<file path="config.mk">
export PLATFORM = sky130hd
export DESIGN_NAME = seg_display_driver
export DESIGN_NICKNAME = d
export VERILOG_FILES = /design/src/rtl/seg_display_driver.sv
export SDC_FILE = /design/constraint.sdc
export NUM_CORES = 1
export LEC_CHECK = 0
export ABC_AREA = 1
export BUFFER_PORTS_ARGS = -buffer_cell sky130_fd_sc_hd__buf_4
export CORE_ASPECT_RATIO = 1.1
export CORE_MARGIN = 3
export CORE_UTILIZATION = 50
export CTS_BUF_LIST = sky130_fd_sc_hd__clkbuf_8
export DETAILED_ROUTE_END_ITERATION = 6
export HOLD_SLACK_MARGIN = 0.03
export PLACE_DENSITY = 0.66
export SYNTH_ARGS = -nofsm -noshare
export SYNTH_HDL_FRONTEND = slang
export SYNTH_SLANG_ARGS = --single-unit
</file>
<file path="constraint.sdc">
create_clock -name clk -period 3 [get_ports clk]
set_input_delay 0.45 -clock clk [delete_from_list [all_inputs] [get_ports clk]]
set_output_delay 0.45 -clock clk [all_outputs]
set_load 0.1 [all_outputs]
</file>
<file path="src/rtl/seg_display_driver.sv">
// Multiplexed driver for a multi-digit seven-segment display with double-buffered input word.
// Scans digits with an all-off gap at each slot start; segment and select lines are active-low.
module seg_display_driver #(
  parameter int unsigned DIGITS       = 4,
  parameter int unsigned DIGIT_CYCLES = 100000,
  parameter int unsigned BLANK_CYCLES = 1000
) (
  input  logic                  clk,
  input  logic                  rst_n,
  input  logic [4*DIGITS-1:0]   in_value,
  input  logic [DIGITS-1:0]     in_dp,
  input  logic [DIGITS-1:0]     in_en,
  input  logic                  in_valid,
  output logic                  in_ready,
  output logic                  frame_start,
  output logic [7:0]            io_seg,
  output logic [DIGITS-1:0]     io_sel
);

  localparam int unsigned SlotW = (DIGIT_CYCLES > 1) ? $clog2(DIGIT_CYCLES) : 1;
  localparam int unsigned DigW  = (DIGITS > 1) ? $clog2(DIGITS) : 1;

  localparam logic [SlotW-1:0] SlotLast  = SlotW'(DIGIT_CYCLES - 1);
  localparam logic [DigW-1:0]  DigLast   = DigW'(DIGITS - 1);
  localparam logic [SlotW-1:0] BlankLast = SlotW'(BLANK_CYCLES);

  function automatic logic [6:0] hex7(input logic [3:0] nib);
    logic [6:0] segs;
    case (nib)
      4'h0:    segs = 7'h3F;
      4'h1:    segs = 7'h06;
      4'h2:    segs = 7'h5B;
      4'h3:    segs = 7'h4F;
      4'h4:    segs = 7'h66;
      4'h5:    segs = 7'h6D;
      4'h6:    segs = 7'h7D;
      4'h7:    segs = 7'h07;
      4'h8:    segs = 7'h7F;
      4'h9:    segs = 7'h6F;
      4'hA:    segs = 7'h77;
      4'hB:    segs = 7'h7C;
      4'hC:    segs = 7'h39;
      4'hD:    segs = 7'h5E;
      4'hE:    segs = 7'h79;
      default: segs = 7'h71;
    endcase
    return segs;
  endfunction

  // Scan counters
  logic [SlotW-1:0] slot_q, slot_d;
  logic [DigW-1:0]  digit_q, digit_d;

  // Pending and active buffers
  logic [4*DIGITS-1:0] pend_value_q, pend_value_d;
  logic [DIGITS-1:0]   pend_dp_q, pend_dp_d;
  logic [DIGITS-1:0]   pend_en_q, pend_en_d;
  logic                pend_full_q, pend_full_d;
  logic [4*DIGITS-1:0] act_value_q, act_value_d;
  logic [DIGITS-1:0]   act_dp_q, act_dp_d;
  logic [DIGITS-1:0]   act_en_q, act_en_d;

  // Output registers
  logic [7:0]        seg_q, seg_d;
  logic [DIGITS-1:0] sel_q, sel_d;
  logic              frame_start_q, frame_start_d;

  logic boundary;
  logic accept;
  logic transfer;
  logic in_blank;
  logic [3:0] nibble;

  assign boundary = (slot_q == '0) && (digit_q == '0);
  assign in_ready = !pend_full_q;
  assign accept   = in_valid && in_ready;
  // Accept and transfer are exclusive: transfer needs pending full, accept needs it empty.
  assign transfer = boundary && pend_full_q;

  always_comb begin
    slot_d  = slot_q + 1'b1;
    digit_d = digit_q;
    if (slot_q == SlotLast) begin
      slot_d  = '0;
      digit_d = (digit_q == DigLast) ? '0 : digit_q + 1'b1;
    end
  end

  always_comb begin
    pend_value_d = pend_value_q;
    pend_dp_d    = pend_dp_q;
    pend_en_d    = pend_en_q;
    pend_full_d  = pend_full_q;
    act_value_d  = act_value_q;
    act_dp_d     = act_dp_q;
    act_en_d     = act_en_q;
    if (transfer) begin
      act_value_d = pend_value_q;
      act_dp_d    = pend_dp_q;
      act_en_d    = pend_en_q;
      pend_full_d = 1'b0;
    end
    if (accept) begin
      pend_value_d = in_value;
      pend_dp_d    = in_dp;
      pend_en_d    = in_en;
      pend_full_d  = 1'b1;
    end
  end

  // Outputs use the post-transfer word so a zero blank window still shows the new word.
  assign in_blank = (slot_q < BlankLast);
  assign nibble   = act_value_d[{digit_q, 2'b00} +: 4];

  always_comb begin
    seg_d         = 8'hFF;
    sel_d         = '1;
    frame_start_d = boundary;
    if (!in_blank && act_en_d[digit_q]) begin
      sel_d[digit_q] = 1'b0;
      seg_d          = ~{act_dp_d[digit_q], hex7(nibble)};
    end
  end

  always_ff @(posedge clk or negedge rst_n) begin
    if (!rst_n) begin
      slot_q        <= '0;
      digit_q       <= '0;
      pend_value_q  <= '0;
      pend_dp_q     <= '0;
      pend_en_q     <= '0;
      pend_full_q   <= 1'b0;
      act_value_q   <= '0;
      act_dp_q      <= '0;
      act_en_q      <= '0;
      seg_q         <= 8'hFF;
      sel_q         <= '1;
      frame_start_q <= 1'b0;
    end else begin
      slot_q        <= slot_d;
      digit_q       <= digit_d;
      pend_value_q  <= pend_value_d;
      pend_dp_q     <= pend_dp_d;
      pend_en_q     <= pend_en_d;
      pend_full_q   <= pend_full_d;
      act_value_q   <= act_value_d;
      act_dp_q      <= act_dp_d;
      act_en_q      <= act_en_d;
      seg_q         <= seg_d;
      sel_q         <= sel_d;
      frame_start_q <= frame_start_d;
    end
  end

  assign io_seg      = seg_q;
  assign io_sel      = sel_q;
  assign frame_start = frame_start_q;

endmodule
</file>
# Word-level counts from Yosys, hierarchy flattened
# Memories as Yosys holds them, arrays and structs flattened.
# Cells that the tools add are included.
[classes] reduce_logical=10 n_bitwise=2 n_shift=1 n_div=0 n_eq_ne=2 n_mul=0 n_mux=16 order_cmp=3 add_sub_neg=2
[ops] operator="$add A17 B1 Y17 const B" n=1
[ops] operator="$eq A17 B17 Y1 const B" n=1
[ops] operator="$logic_not A17 Y1" n=1
[ops] operator="$lt A17 B10 Y1 const B" n=1
[ops] operator="$mux W17" n=1
[ops] operator="$mux W16" n=1
[ops] operator="$shiftx A16 B5 Y4" n=1
[ops] operator="$mux W4" n=3
[ops] operator="$mux W8" n=1
[ops] operator="$not A8 Y8" n=1
[ops] operator="$mux W7" n=1
[ops] operator="$logic_and A1 B1 Y1" n=5
[ops] operator="$mux W1" n=5
[ops] operator="$bmux W1 S2" n=2
[ops] operator="$not A4 Y4" n=1
[ops] operator="$lt A2 B3 Y1 const B" n=1
[ops] operator="$add A2 B1 Y2 const B" n=1
[ops] operator="$demux W1 S2" n=1
[ops] operator="$eq A2 B2 Y1 const B" n=1
[ops] operator="$ge A2 B1 Y1 const B" n=1
[ops] operator="$logic_not A1 Y1" n=2
[ops] operator="$logic_not A2 Y1" n=1
[ops] operator="$mux W2" n=1
[ops] operator="$reduce_bool A2 Y1" n=1
[totals] mem_count=1 latchBits=0 out_inout_bits=14 elab_cells=49 in_bits=27 mem_bits_rw=0 rom_bits=112 regBits=81
[memory_table] memory="(name not given)" words=16 width=7 rd=1 rd_clocked_by_memory_dff=0 wr=0 line_no="29" source="case (nib)"

# Longest topological paths before layout
# Gate-level depths: netlist of run 1.
[logic_depth] word_depth=10 mapped_depth=20

# Worst setup path before layout of run 1
# OpenSTA, ideal clock, no wires.
[synth_timing] kind="reg-to-reg" start="register digit_q[0]" end="register seg_q[3] (netlist: io_seg[3])" setup_time_ns=0.082 setup_slack_ns=0.250 t_required_ns=2.918 path_stages_with_launch=18 period_less_slack_ns=2.750 arrival_time_ns=2.667 cell_sequence="dfrtp_1 -> inv_1 -> clkbuf_1 -> ha_1 -> inv_1 -> nor2_1 -> nand2_1 -> nor2_4 -> buf_2 -> nand4_1 -> nand3_1 -> nand3_1 -> nand2_1 -> inv_1 -> ha_1 -> nand3b_1 -> nand3_1 -> nand3_1"
[synth_via] elab_chain_cells=9 word_cells_on_any_way=13 cone_classes="shift (1); mux (6); bitwise (1); reduce/logical (4); memory (1)"
[synth_lines] element="start, declared" line_no="52" source="logic [DigW-1:0] digit_q, digit_d;"
[synth_lines] element="start signal, assigned" line_no="141" source="digit_q <= digit_d;"
[synth_lines] element="$logic_not A2 Y1" line_no="74" source="assign boundary = (slot_q == '0) && (digit_q == '0);"
[synth_lines] element="$logic_and A1 B1 Y1" line_no="74"
[synth_lines] element="$logic_and A1 B1 Y1" line_no="78" source="assign transfer = boundary && pend_full_q;"
[synth_lines] element="$mux W16" line_no="97" source="if (transfer) begin"
[synth_lines] element="$shiftx A16 B5 Y4" line_no="113" source="assign nibble = act_value_d[{digit_q, 2'b00} +: 4];"
[synth_lines] element="$mem_v2 Z16 W7"
[synth_lines] element="$mux W7" line_no="119" source="if (!in_blank && act_en_d[digit_q]) begin"
[synth_lines] element="$not A8 Y8" line_no="121" source="seg_d = ~{act_dp_d[digit_q], hex7(nibble)};"
[synth_lines] element="$mux W8 (*)" line_no="119"
[synth_lines] element="named net seg_d[3]" line_no="64" source="logic [7:0] seg_q, seg_d;"
[synth_lines] element="end signal, assigned" line_no="149" source="seg_q <= seg_d;"
[synth_lines] element="end, declared" line_no="64"
# Mark *: on every way through the listed nets, which the timed path passes. The rest lies on a longest branch. The select of a mux whose other input is x is not followed.
# A chain may end at the register's enable or synchronous reset.

# Worst setup path after layout of run 1
[layout_timing] start="register digit_q[0]" end="register seg_q[5] (netlist: io_seg[5])"
# Same word-level chain as after synthesis.

==> reports/results.tsv, run 1 <==
metric	value	unit
Core Area	0.007597	mm²
antenna violation net count after detailed routing	0	
TritonCTS Buffers	9	
Critical Path End Type	flip-flop	
antenna violations before repair	0	
nets@finish	549	
most frequent CP cell	nand3_1	
Avg WL per Cell	12.79	µm
Final Power	2020	µW
Worst Path Required	3.29	ns
Async SR Flop Fraction	1.000	
outcome	complete, no violations	
number of synthesized flops with an enable pin	0	
first-pass GRT wire length	13.87	mm
Mean Syn Cell Area	8.642	µm²
Layout fillers	721	
gr ovfl total	0	
H-Tree Depth	3	
post-synth top area share	0.4315	
Worst Setup Start Kind	flip-flop	
vias in the first global route	2939	
Final Wtd Congestion	0.8860	
synthesized netlist cell count	463	
TritonRoute pass-1 iters	4	
TritonCTS clock tree	done	
area leader, netlist	dfrtp_1	
Worst EP arrival	2.81	ns
port bufs	40	
Post-CTS Setup Inserts	0	
Worst Max-Slew Pin Slew	0.9936	ns
Max Clk Rate	395.7	MHz
# diodes	0	
Netlist Area Pre-Place	0.004001	mm²
RSZ-0062 raised after global routing	no	
Worst-path clk slew	0.08	ns
Area growth syn-to-layout	15.92	%
Max Cap Viol	0	
Critical Path Max Stage Delay	0.38	ns
worst r2r src	digit_q[0]$_DFFE_PN0N_	
HPWL Detailed	5.595	mm
vias per cell	5.037	
Final Setup Violations	0	
Final Hold Vio Count	0	
slowest library cell on the worst path	dfrtp_1	
row cnt	33	
die height	99.83	µm
top-count cell post-synth	nand2_1	
WHS	0.2465	ns
prevailing post-synth register cell	dfrtp_1	
CP Class	reg2reg	
r2r setup slk	0.47	ns
Routed WL	7.931	mm
CTS Sinks	81	
Max IR drop VDD	0.2424	mV
worst hold path class	in2async	
flops & latches, synth	81	
Die ar.	0.009114	mm²
DR vias	3123	
Synth cell types	35	
Tcrit/Tclk final	0.8424	
Power Density	435.5	mW/mm²
top cells by area, synth	dfrtp_1 (43%), dfstp_2 (7.9%), nand2_1 (7.6%)	
clk_lat worst skew	0.35	ns
Largest delay share family, worst path	simple AND/OR/NAND/NOR gates	
Leak Pwr	0.002355	µW
layout cells sized above 1	0.1942	
Final Critical Period	2.527	ns
Critical Path, Cell by Cell	inv_1 -> ha_1 -> inv_1 -> nor2_1 -> nand2_1 -> nor2_4 -> buf_12 -> nand3_4 -> nand2_1 -> nand3_1 -> nand3_1 -> nand2_1 -> inv_1 -> ha_1 -> nand3b_1 -> nand3_1 -> nand3_1	
Post-Synthesis Net Count	502	
Ys Warns	0	
Post-Route Skew	0.01246	ns
RR Endpoint	io_seg[5]$_DFF_PN1_	
CP Max Fanout	19	
largest net degree at the start of global routing	82	
CTS resizes	0	
Hold-fix buffers, CTS	0	
Die Wd	91.30	µm
setup tns final	0	ns
drt drc	0	
GRT Util Overall	0.1885	
DR iter-0 viols	177	
Longest Clk Path Bufs	2	
CP Buf/Inv Count	4	
Pins Over Slew Limit	0	
Starting Density	0.5267	
boundary pin count	41	
root buffer cell	clkbuf_8	
worst reg2reg path depth	17	
sequential cell area fraction in the yosys report	0.5103	
slew margin rel.	0.3376	
synth cell count leaders	nand2_1 (81), dfrtp_1 (69), inv_1 (65), nand3_1 (53), nor2_1 (41)	
-- per-layer routing --
metal  track usage  up-vias  part of all wire
met5             0        -                 0
met4       0.07425        0             0.017
met3       0.02399        9             0.050
met2        0.2809       84              0.44
met1        0.2820     1443              0.50
li1              -     1587                 -
-- cell type report --
cell class / count / area [µm²] / share of cell area
Clock buffer: 10 / 137.6 / 0.02967
Clock inverter: 6 / 58.81 / 0.01268
Inverter: 69 / 259.0 / 0.05584
Multi-Input combinational cell: 298 / 1614 / 0.3480
Sequential cell: 81 / 2042 / 0.4402
Tap cell: 105 / 131.4 / 0.02832
Timing Repair Buffer: 51 / 395.4 / 0.08524
-- worst reg2reg max path, stage by stage, from the launching register on --
cell and delay [ns]:
dfrtp_1 0.38, inv_1 0.08, ha_1 0.18, inv_1 0.05, nor2_1 0.08, nand2_1 0.11
nor2_4 0.14, buf_12 0.14, nand3_4 0.21, nand2_1 0.14, nand3_1 0.07, nand3_1 0.09
nand2_1 0.13, inv_1 0.16, ha_1 0.18, nand3b_1 0.16, nand3_1 0.11, nand3_1 0.08
-- metrics by stage --
step	instance area (µm²)	utilization	worst slack, ns	cells
global route	4638	0.6105	0.1555	620
global placement	4407	0.5800	0.4498	601
floorplan	4001	-	0.2501	463
detailed placement	4407	0.5800	0.3455	601
finish	4638	0.6105	0.4729	620
CTS	4603	0.6059	0.3200	617
-- worst max-delay path by stage --
stage	to	slack (ns)	cells after the start	from
after CTS	io_seg[5]$_DFF_PN1_	0.32	16	digit_q[0]$_DFFE_PN0N_
after detailed placement	io_seg[5]$_DFF_PN1_	0.35	16	digit_q[0]$_DFFE_PN0N_
after floorplan	io_seg[3]$_DFF_PN1_	0.25	17	digit_q[0]$_DFFE_PN0N_
after global placement	io_seg[0]$_DFF_PN1_	0.45	16	digit_q[0]$_DFFE_PN0N_
final	io_seg[5]$_DFF_PN1_	0.47	17	digit_q[0]$_DFFE_PN0N_
after global routing	io_seg[3]$_DFF_PN1_	0.16	17	digit_q[0]$_DFFE_PN0N_
-- layout by cell type (no fill, tap or decap), drive strengths merged, types with 2 or more instances in the layout --
cell type  Yosys  routed
nand3b         2       2
nand2         84      84
clkinvlp       0       2
xor2           3       3
a211oi         2       2
o21ai         16      16
nor3           2       2
nor2          46      46
mux2           4       4
ha            12      12
clkbuf         6      10
dfrtp         69      69
clkinv         2       4
a21oi         29      29
and2          12      12
inv           67      68
nand3         59      59
buf            9      51
nor4           2       2
nand4         22      22
dfstp         12      12
-- power breakdown --
part,internal (µW),switching [µW],total (µW)
combinational,39.2,51.1,90.2
clock,401,389,790
sequential,1130,10.5,1140
total,1570,450,2020
-- cells by family (layout without fill, tap and decap cells) --
family | Yosys count | after routing | synth area share
muxes | 4 | 4 | 0.01126
xor gates and xnor gates | 3 | 3 | 0.006568
and+or+nand+nor | 229 | 229 | 0.2814
DFF | 81 | 81 | 0.5103
adders and majority gates | 12 | 12 | 0.03752
AOI/OAI and AO/OA | 50 | 50 | 0.06661
buffers and inverters | 84 | 136 | 0.08630
-- sequential cells by signal, indices dropped and copies added (netlist names) --
signal,cells
slot_q,17
pend_dp_q,4
digit_q,2
act_dp_q,4
io_seg,8
pend_en_q,4
io_sel,4
pend_full_q,1
act_en_q,4
frame_start,1
act_value_q,16
pend_value_q,16
(Power assumes the default switching activity.)
==> run 2: changes to the inputs <==
--- a/config.mk
+++ b/config.mk
@@ -13,7 +13,7 @@
 export CTS_BUF_LIST = sky130_fd_sc_hd__clkbuf_8
 export DETAILED_ROUTE_END_ITERATION = 6
 export HOLD_SLACK_MARGIN = 0.03
-export PLACE_DENSITY = 0.66
+export PLACE_DENSITY = 0.69
 export SYNTH_ARGS = -nofsm -noshare
 export SYNTH_HDL_FRONTEND = slang
 export SYNTH_SLANG_ARGS = --single-unit
==> constraint.sdc (replaced) <==
create_clock -name clk -period 2.2 [get_ports clk]
set_input_delay 0.33 -clock clk [delete_from_list [all_inputs] [get_ports clk]]
set_output_delay 0.33 -clock clk [all_outputs]
set_load 0.1 [all_outputs]
==> run 2 against run 1 <==
Compared with the run above:
- the run now ends with negative setup slack left
- die area stayed put
- global-route usage increased by 2.4 points
- routed wire length rose by 12%
- critical path type unchanged
- largest cell class unchanged
==> reports/results.tsv, run 2 (synthesis gave the netlist of run 1 again) <==
metric	value	unit
outcome	finished with violations	
violated checks	negative setup slack	
CTS Sinks	81	
TritonRoute pass-1 iters	4	
Final Hold Vio Count	0	
root buffer cell	clkbuf_8	
Starting Density	0.5267	
DR iter-0 viols	236	
worst hold path class	in2reg	
drt drc	0	
Routed WL	8.904	mm
CP Class	reg2reg	
final worst slack	-0.1498	ns
die height	99.83	µm
nets@finish	582	
largest net degree at the start of global routing	49	
boundary pin count	41	
Final Critical Period	2.350	ns
antenna violation net count after detailed routing	0	
row cnt	33	
Worst Path Required	2.48	ns
clk_lat worst skew	0.36	ns
Power Density	557.8	mW/mm²
P_int	2271	µW
Longest Clk Path Bufs	2	
Max Clk Rate	425.6	MHz
# diodes	0	
switch share	0.2193	
combinational power share	0.046	
RSZ-0062 raised after global routing	yes	
Leak Pwr	0.002578	µW
Pins Over Slew Limit	0	
commonest cells after routing, fill and taps aside	buf_4 (73), nand2_1 (71), dfrtp_1 (68)	
DP Cell Count	629	
Top Layer Used	met4	
power share of the clock group	0.420	
Core Area	0.007597	mm²
DR vias	3332	
vias in the first global route	3381	
slew margin rel.	0.6239	
Die Wd	91.30	µm
sequential power share	0.534	
CP Max Fanout	6	
Final Setup Violations	8	
TritonCTS Buffers	9	
max reg flops	17	
Max IR drop VDD	0.3423	mV
vias per cell	5.103	
wl on met1	4.214	mm
Worst EP arrival	2.63	ns
Critical Path End Type	flip-flop	
Worst-path clk slew	0.08	ns
Layout fillers	618	
Tcrit/Tclk final	1.068	
port bufs	40	
Worst Setup Start Kind	flip-flop	
Worst Max-Slew Pin Slew	0.5641	ns
Die ar.	0.009114	mm²
Util after Layout	0.6866	
Avg WL per Cell	13.64	µm
Final Wtd Congestion	0.8741	
GRT Util Overall	0.2129	
Psw	638.2	µW
antenna violations before repair	0	
HPWL Detailed	6.272	mm
H-Tree Depth	3	
wire length on met2	4.103	mm
layout cells sized above 1	0.3139	
biggest regs	slot_q: 17 flops, act_value_q: 16 flops, pend_value_q: 16 flops	
Largest Register	slot_q	
Area growth syn-to-layout	30.36	%
wire length on met3	386	µm
Finished Layout Cells	653	
Max Cap Viol	0	
gr ovfl total	0	
TritonCTS clock tree	done	
most common cell after layout, fill and taps aside	buf_4	
Post-Route Skew	0.01186	ns
first-pass GRT wire length	15.44	mm
run 2: cell count changes in the layout (fill, tap and decap cells not counted), moves of 6 or more:
cell,delta
nand2_1,-10
buf_4,+23
nand2_2,+8
nand3_2,+9
ha_1,-6
nand3_1,-13
ha_4,+6
run 2: cell type report:
class,instances,area (µm²),share of cell area
repair inverters,1,7.507,0.001439
repair buffers,82,686.9,0.1317
inverters,69,269.0,0.05157
clock inverters,6,90.09,0.01727
multi-input cells,299,1851,0.3548
clock buffers,10,137.6,0.02639
well taps,105,131.4,0.02519
flip-flops and latches,81,2043,0.3917
run 2: path summary, 6_finish.rpt:
path	slack, ns	cells past startpoint	endpoint	start
setup / recovery	-0.15	18	io_seg[6]$_DFF_PN1_	digit_q[1]$_DFFE_PN0N_
hold / removal	0.20	2	pend_value_q[7]$_DFFE_PN0P_	in_value[7]
setup reg to reg	-0.15	18	io_seg[6]$_DFF_PN1_	digit_q[1]$_DFFE_PN0N_
hold reg to reg	0.47	2	act_value_q[15]$_DFF_PN0_	act_value_q[15]$_DFF_PN0_
max in group asynchronous	1.13	3	act_value_q[3]$_DFF_PN0_	rst_n
min in group asynchronous	0.45	2	pend_dp_q[0]$_DFFE_PN0P_	rst_n
run 2: power by group through the flow:
stage	clock network, µW	registers [µW]	logic, µW
6_report	1220	1550	133
5_1_grt	1320	1560	153
4_1_cts	1250	1550	136
3_5_place_dp	0	1580	134
3_3_place_gp	0	1580	131
2_1_floorplan	0	1580	50.0
run 2: worst max-delay path, cell delays in order (launching register included):
cell and delay [ns]:
dfrtp_1 0.42, clkinv_4 0.07, ha_4 0.13, inv_2 0.03
nor2_2 0.08, nand2_2 0.09, nor2_4 0.18, buf_12 0.13
nand3_4 0.12, nand2_2 0.13, nand3_2 0.08, nand3_2 0.11
nand2_4 0.11, buf_12 0.15, ha_4 0.15, nand3_1 0.07
nor2_1 0.05, nor2_1 0.12, nand2_1 0.07
run 2: through the flow:
| stage | setup TNS (ns) | power (µW) | hold slack (ns) | area [µm²] | setup slack [ns] |
|---|---|---|---|---|---|
| after floorplan | -1.201 | 1629 | 0.03441 | 4074 | -0.2218 |
| after global placement | -0.2047 | 1712 | 0.3025 | 4698 | -0.05903 |
| after detailed placement | -0.8878 | 1717 | 0.3024 | 4698 | -0.1417 |
| after CTS | -0.1246 | 2937 | 0.1880 | 5125 | -0.04220 |
| after global routing | -2.500 | 3029 | 0.2019 | 5216 | -0.3503 |
| final | -0.6049 | 2910 | 0.2017 | 5216 | -0.1498 |
run 2: what timing repair did:
item                                    in CTS  in global routing
endpoints found under the hold margin       21                  0
hold buffers                                 1                  0
cloned                                       2                  0
resized for setup                           28                 15
endpoints found under the setup margin      12                 12
buffers inserted                             3                  2
pin swaps                                    3                 11
run 2: routing by layer:
metal	track usage	vias up
li1	-	1661
met5	0	-
met3	0.02924	17
met1	0.2960	1572
met4	0.09281	0
met2	0.3369	82
==> run 3: changes to the inputs <==
--- a/config.mk
+++ b/config.mk
@@ -8,7 +8,7 @@
 export ABC_AREA = 1
 export BUFFER_PORTS_ARGS = -buffer_cell sky130_fd_sc_hd__buf_4
 export CORE_ASPECT_RATIO = 1.1
-export CORE_MARGIN = 3
+export CORE_MARGIN = 2
 export CORE_UTILIZATION = 50
 export CTS_BUF_LIST = sky130_fd_sc_hd__clkbuf_8
 export DETAILED_ROUTE_END_ITERATION = 6
==> run 3 against run 2 <==
Compared with the run above:
- the run still ends with negative setup slack left
- highest routed layer unchanged
- largest power group unchanged
- largest cell class unchanged
- via count is 1.4% higher
- routed wire length is 2.3% lower
- first-iteration DRC count is 25% lower
- critical endpoint unchanged
==> reports/results.tsv, run 3 (synthesis gave the netlist of run 1 again) <==
metric	value	unit
outcome	finished with violations	
violated checks	negative setup slack	
DP Cell Count	633	
gr ovfl total	0	
CP Max Fanout	9	
wire length on met2	4.101	mm
Critical Path End Type	flip-flop	
worst hold path class	in2reg	
Largest delay share family, worst path	simple AND/OR/NAND/NOR gates	
Max Cap Viol	0	
first-pass GRT wire length	14.74	mm
die height	97.83	µm
final worst slack	-0.07593	ns
slew margin rel.	0.6216	
Final Wtd Congestion	0.9189	
nets@finish	586	
vias in the first global route	3286	
Top Layer Used	met4	
Largest Register	slot_q	
TritonCTS clock tree	done	
GRT Util Overall	0.2137	
H-Tree Depth	3	
boundary pin count	41	
Longest Clk Path Bufs	2	
Routed WL	8.703	mm
Die Wd	89.30	µm
TritonRoute pass-1 iters	5	
antenna violations before repair	0	
most common cell after layout, fill and taps aside	buf_4	
Critical Path Max Stage Delay	0.42	ns
setup tns final	-0.2668	ns
Max IR drop VDD	0.3700	mV
commonest cells after routing, fill and taps aside	buf_4 (78), nand2_1 (72), dfrtp_1 (68)	
Critical Path, Cell by Cell	clkinv_4 -> ha_4 -> inv_2 -> nor2_4 -> nand2_2 -> nor2_4 -> buf_12 -> nand3_4 -> nand2_1 -> nand3_1 -> nand3_2 -> nand2_4 -> ha_1 -> nand3_1 -> nor2_1 -> nor2_1 -> nand2_1	
Layout fillers	667	
TritonCTS Buffers	9	
clk_lat worst skew	0.36	ns
Final Hold Vio Count	0	
Max Clk Rate	439.4	MHz
HPWL Detailed	5.921	mm
design area	0.005135	mm²
Post-Route Skew	0.01315	ns
Final Setup Violations	4	
CP Class	reg2reg	
layout cells sized above 1	0.2971	
Die ar.	0.008735	mm²
Tcrit/Tclk final	1.035	
drt drc	0	
Finished Layout Cells	660	
Leak Pwr	0.002567	µW
Worst EP arrival	2.55	ns
Pins Over Slew Limit	0	
DR vias	3379	
largest net degree at the start of global routing	45	
Worst-path clk slew	0.09	ns
Core Area	0.007828	mm²
multi-input gate area in the final layout	0.001770	mm²
biggest regs	slot_q: 17 flops, act_value_q: 16 flops, pend_value_q: 16 flops	
wire length on met3	390	µm
Worst Setup Start Kind	flip-flop	
port bufs	40	
Avg WL per Cell	13.19	µm
Power Density	544.8	mW/mm²
Worst Path Required	2.48	ns
Worst Max-Slew Pin Slew	0.5676	ns
row cnt	34	
vias per cell	5.120	
root buffer cell	clkbuf_8	
Final Critical Period	2.276	ns
Starting Density	0.5112	
max reg flops	17	
CTS Sinks	81	
placed cell area	0.004697	mm²
CP Buf/Inv Count	3	
wl on met1	4.087	mm
slowest library cell on the worst path	dfrtp_1	
RSZ-0062 raised after global routing	yes	
Area growth syn-to-layout	28.33	%
antenna violation net count after detailed routing	0	
register area	0.002043	mm²
DR iter-0 viols	176	
# diodes	0	
[run 3: cell types whose count changed in the layout (fill, tap and decap cells not counted), sizes merged]
cell / delta
nand2: +1
bufinv: -1
clkinv: +2
inv: -2
buf: +4
[run 3: routing by layer]
| layer | global-route usage | vias up |
|---|---|---|
| met5 | 0 | - |
| met4 | 0.07807 | 0 |
| met1 | 0.2991 | 1601 |
| met2 | 0.3339 | 102 |
| met3 | 0.03550 | 13 |
| li1 | - | 1663 |
[run 3: cell type report]
type                       count  share of cell area
sequential                    81              0.3979
multi-input combinational    300              0.3448
timing repair buffer          86              0.1382
inverter                      69             0.05288
clock buffer                  10             0.02680
tap                          108             0.02632
clock inverter                 6             0.01316
[run 3: what timing repair did]
item                                   in CTS  in global routing
endpoints found under the hold margin      43                  0
resized for setup                           5                 24
gates cloned                                1                  1
pin swaps                                   5                  4
hold buffers                                1                  0
setup endpoints to repair                  12                 13
setup buffers                               4                  4
[run 3: worst paths after layout]
check	startpoint	end	slack, ns	cells past startpoint
setup / recovery	digit_q[1]$_DFFE_PN0N_	io_seg[6]$_DFF_PN1_	-0.08	17
setup reg to reg	digit_q[1]$_DFFE_PN0N_	io_seg[6]$_DFF_PN1_	-0.08	17
min in group asynchronous	rst_n	pend_dp_q[1]$_DFFE_PN0P_	0.50	2
hold reg to reg	act_en_q[0]$_DFF_PN0_	act_en_q[0]$_DFF_PN0_	0.49	2
max in group asynchronous	rst_n	io_sel[0]$_DFF_PN1_	1.04	3
hold / removal	in_valid	pend_full_q$_DFFE_PN0P_	0.21	3
[run 3: through the flow]
step	worst slack (ns)	hold WS, ns	utilization	power (µW)
detailed placement	-0.1827	0.3615	0.6001	1717
floorplan	-0.2218	0.03441	-	1629
finish	-0.07593	0.2056	0.6560	2798
CTS	-0.08921	0.1985	0.6391	2820
global route	-0.2512	0.1956	0.6560	2905
global placement	-0.1040	0.3642	0.6001	1712
[run 3: worst reg2reg max path: cells and delay by family, from the launching register on]
kind	cells	cell delay (ns)
simple gates	12	1.17
flops	1	0.42
fa+ha+maj	2	0.35
buf+inv	3	0.25
[run 3: power breakdown]
group          internal [µW]  switching, µW
clock                    557            554
combinational           58.3           74.0
sequential              1540           15.0
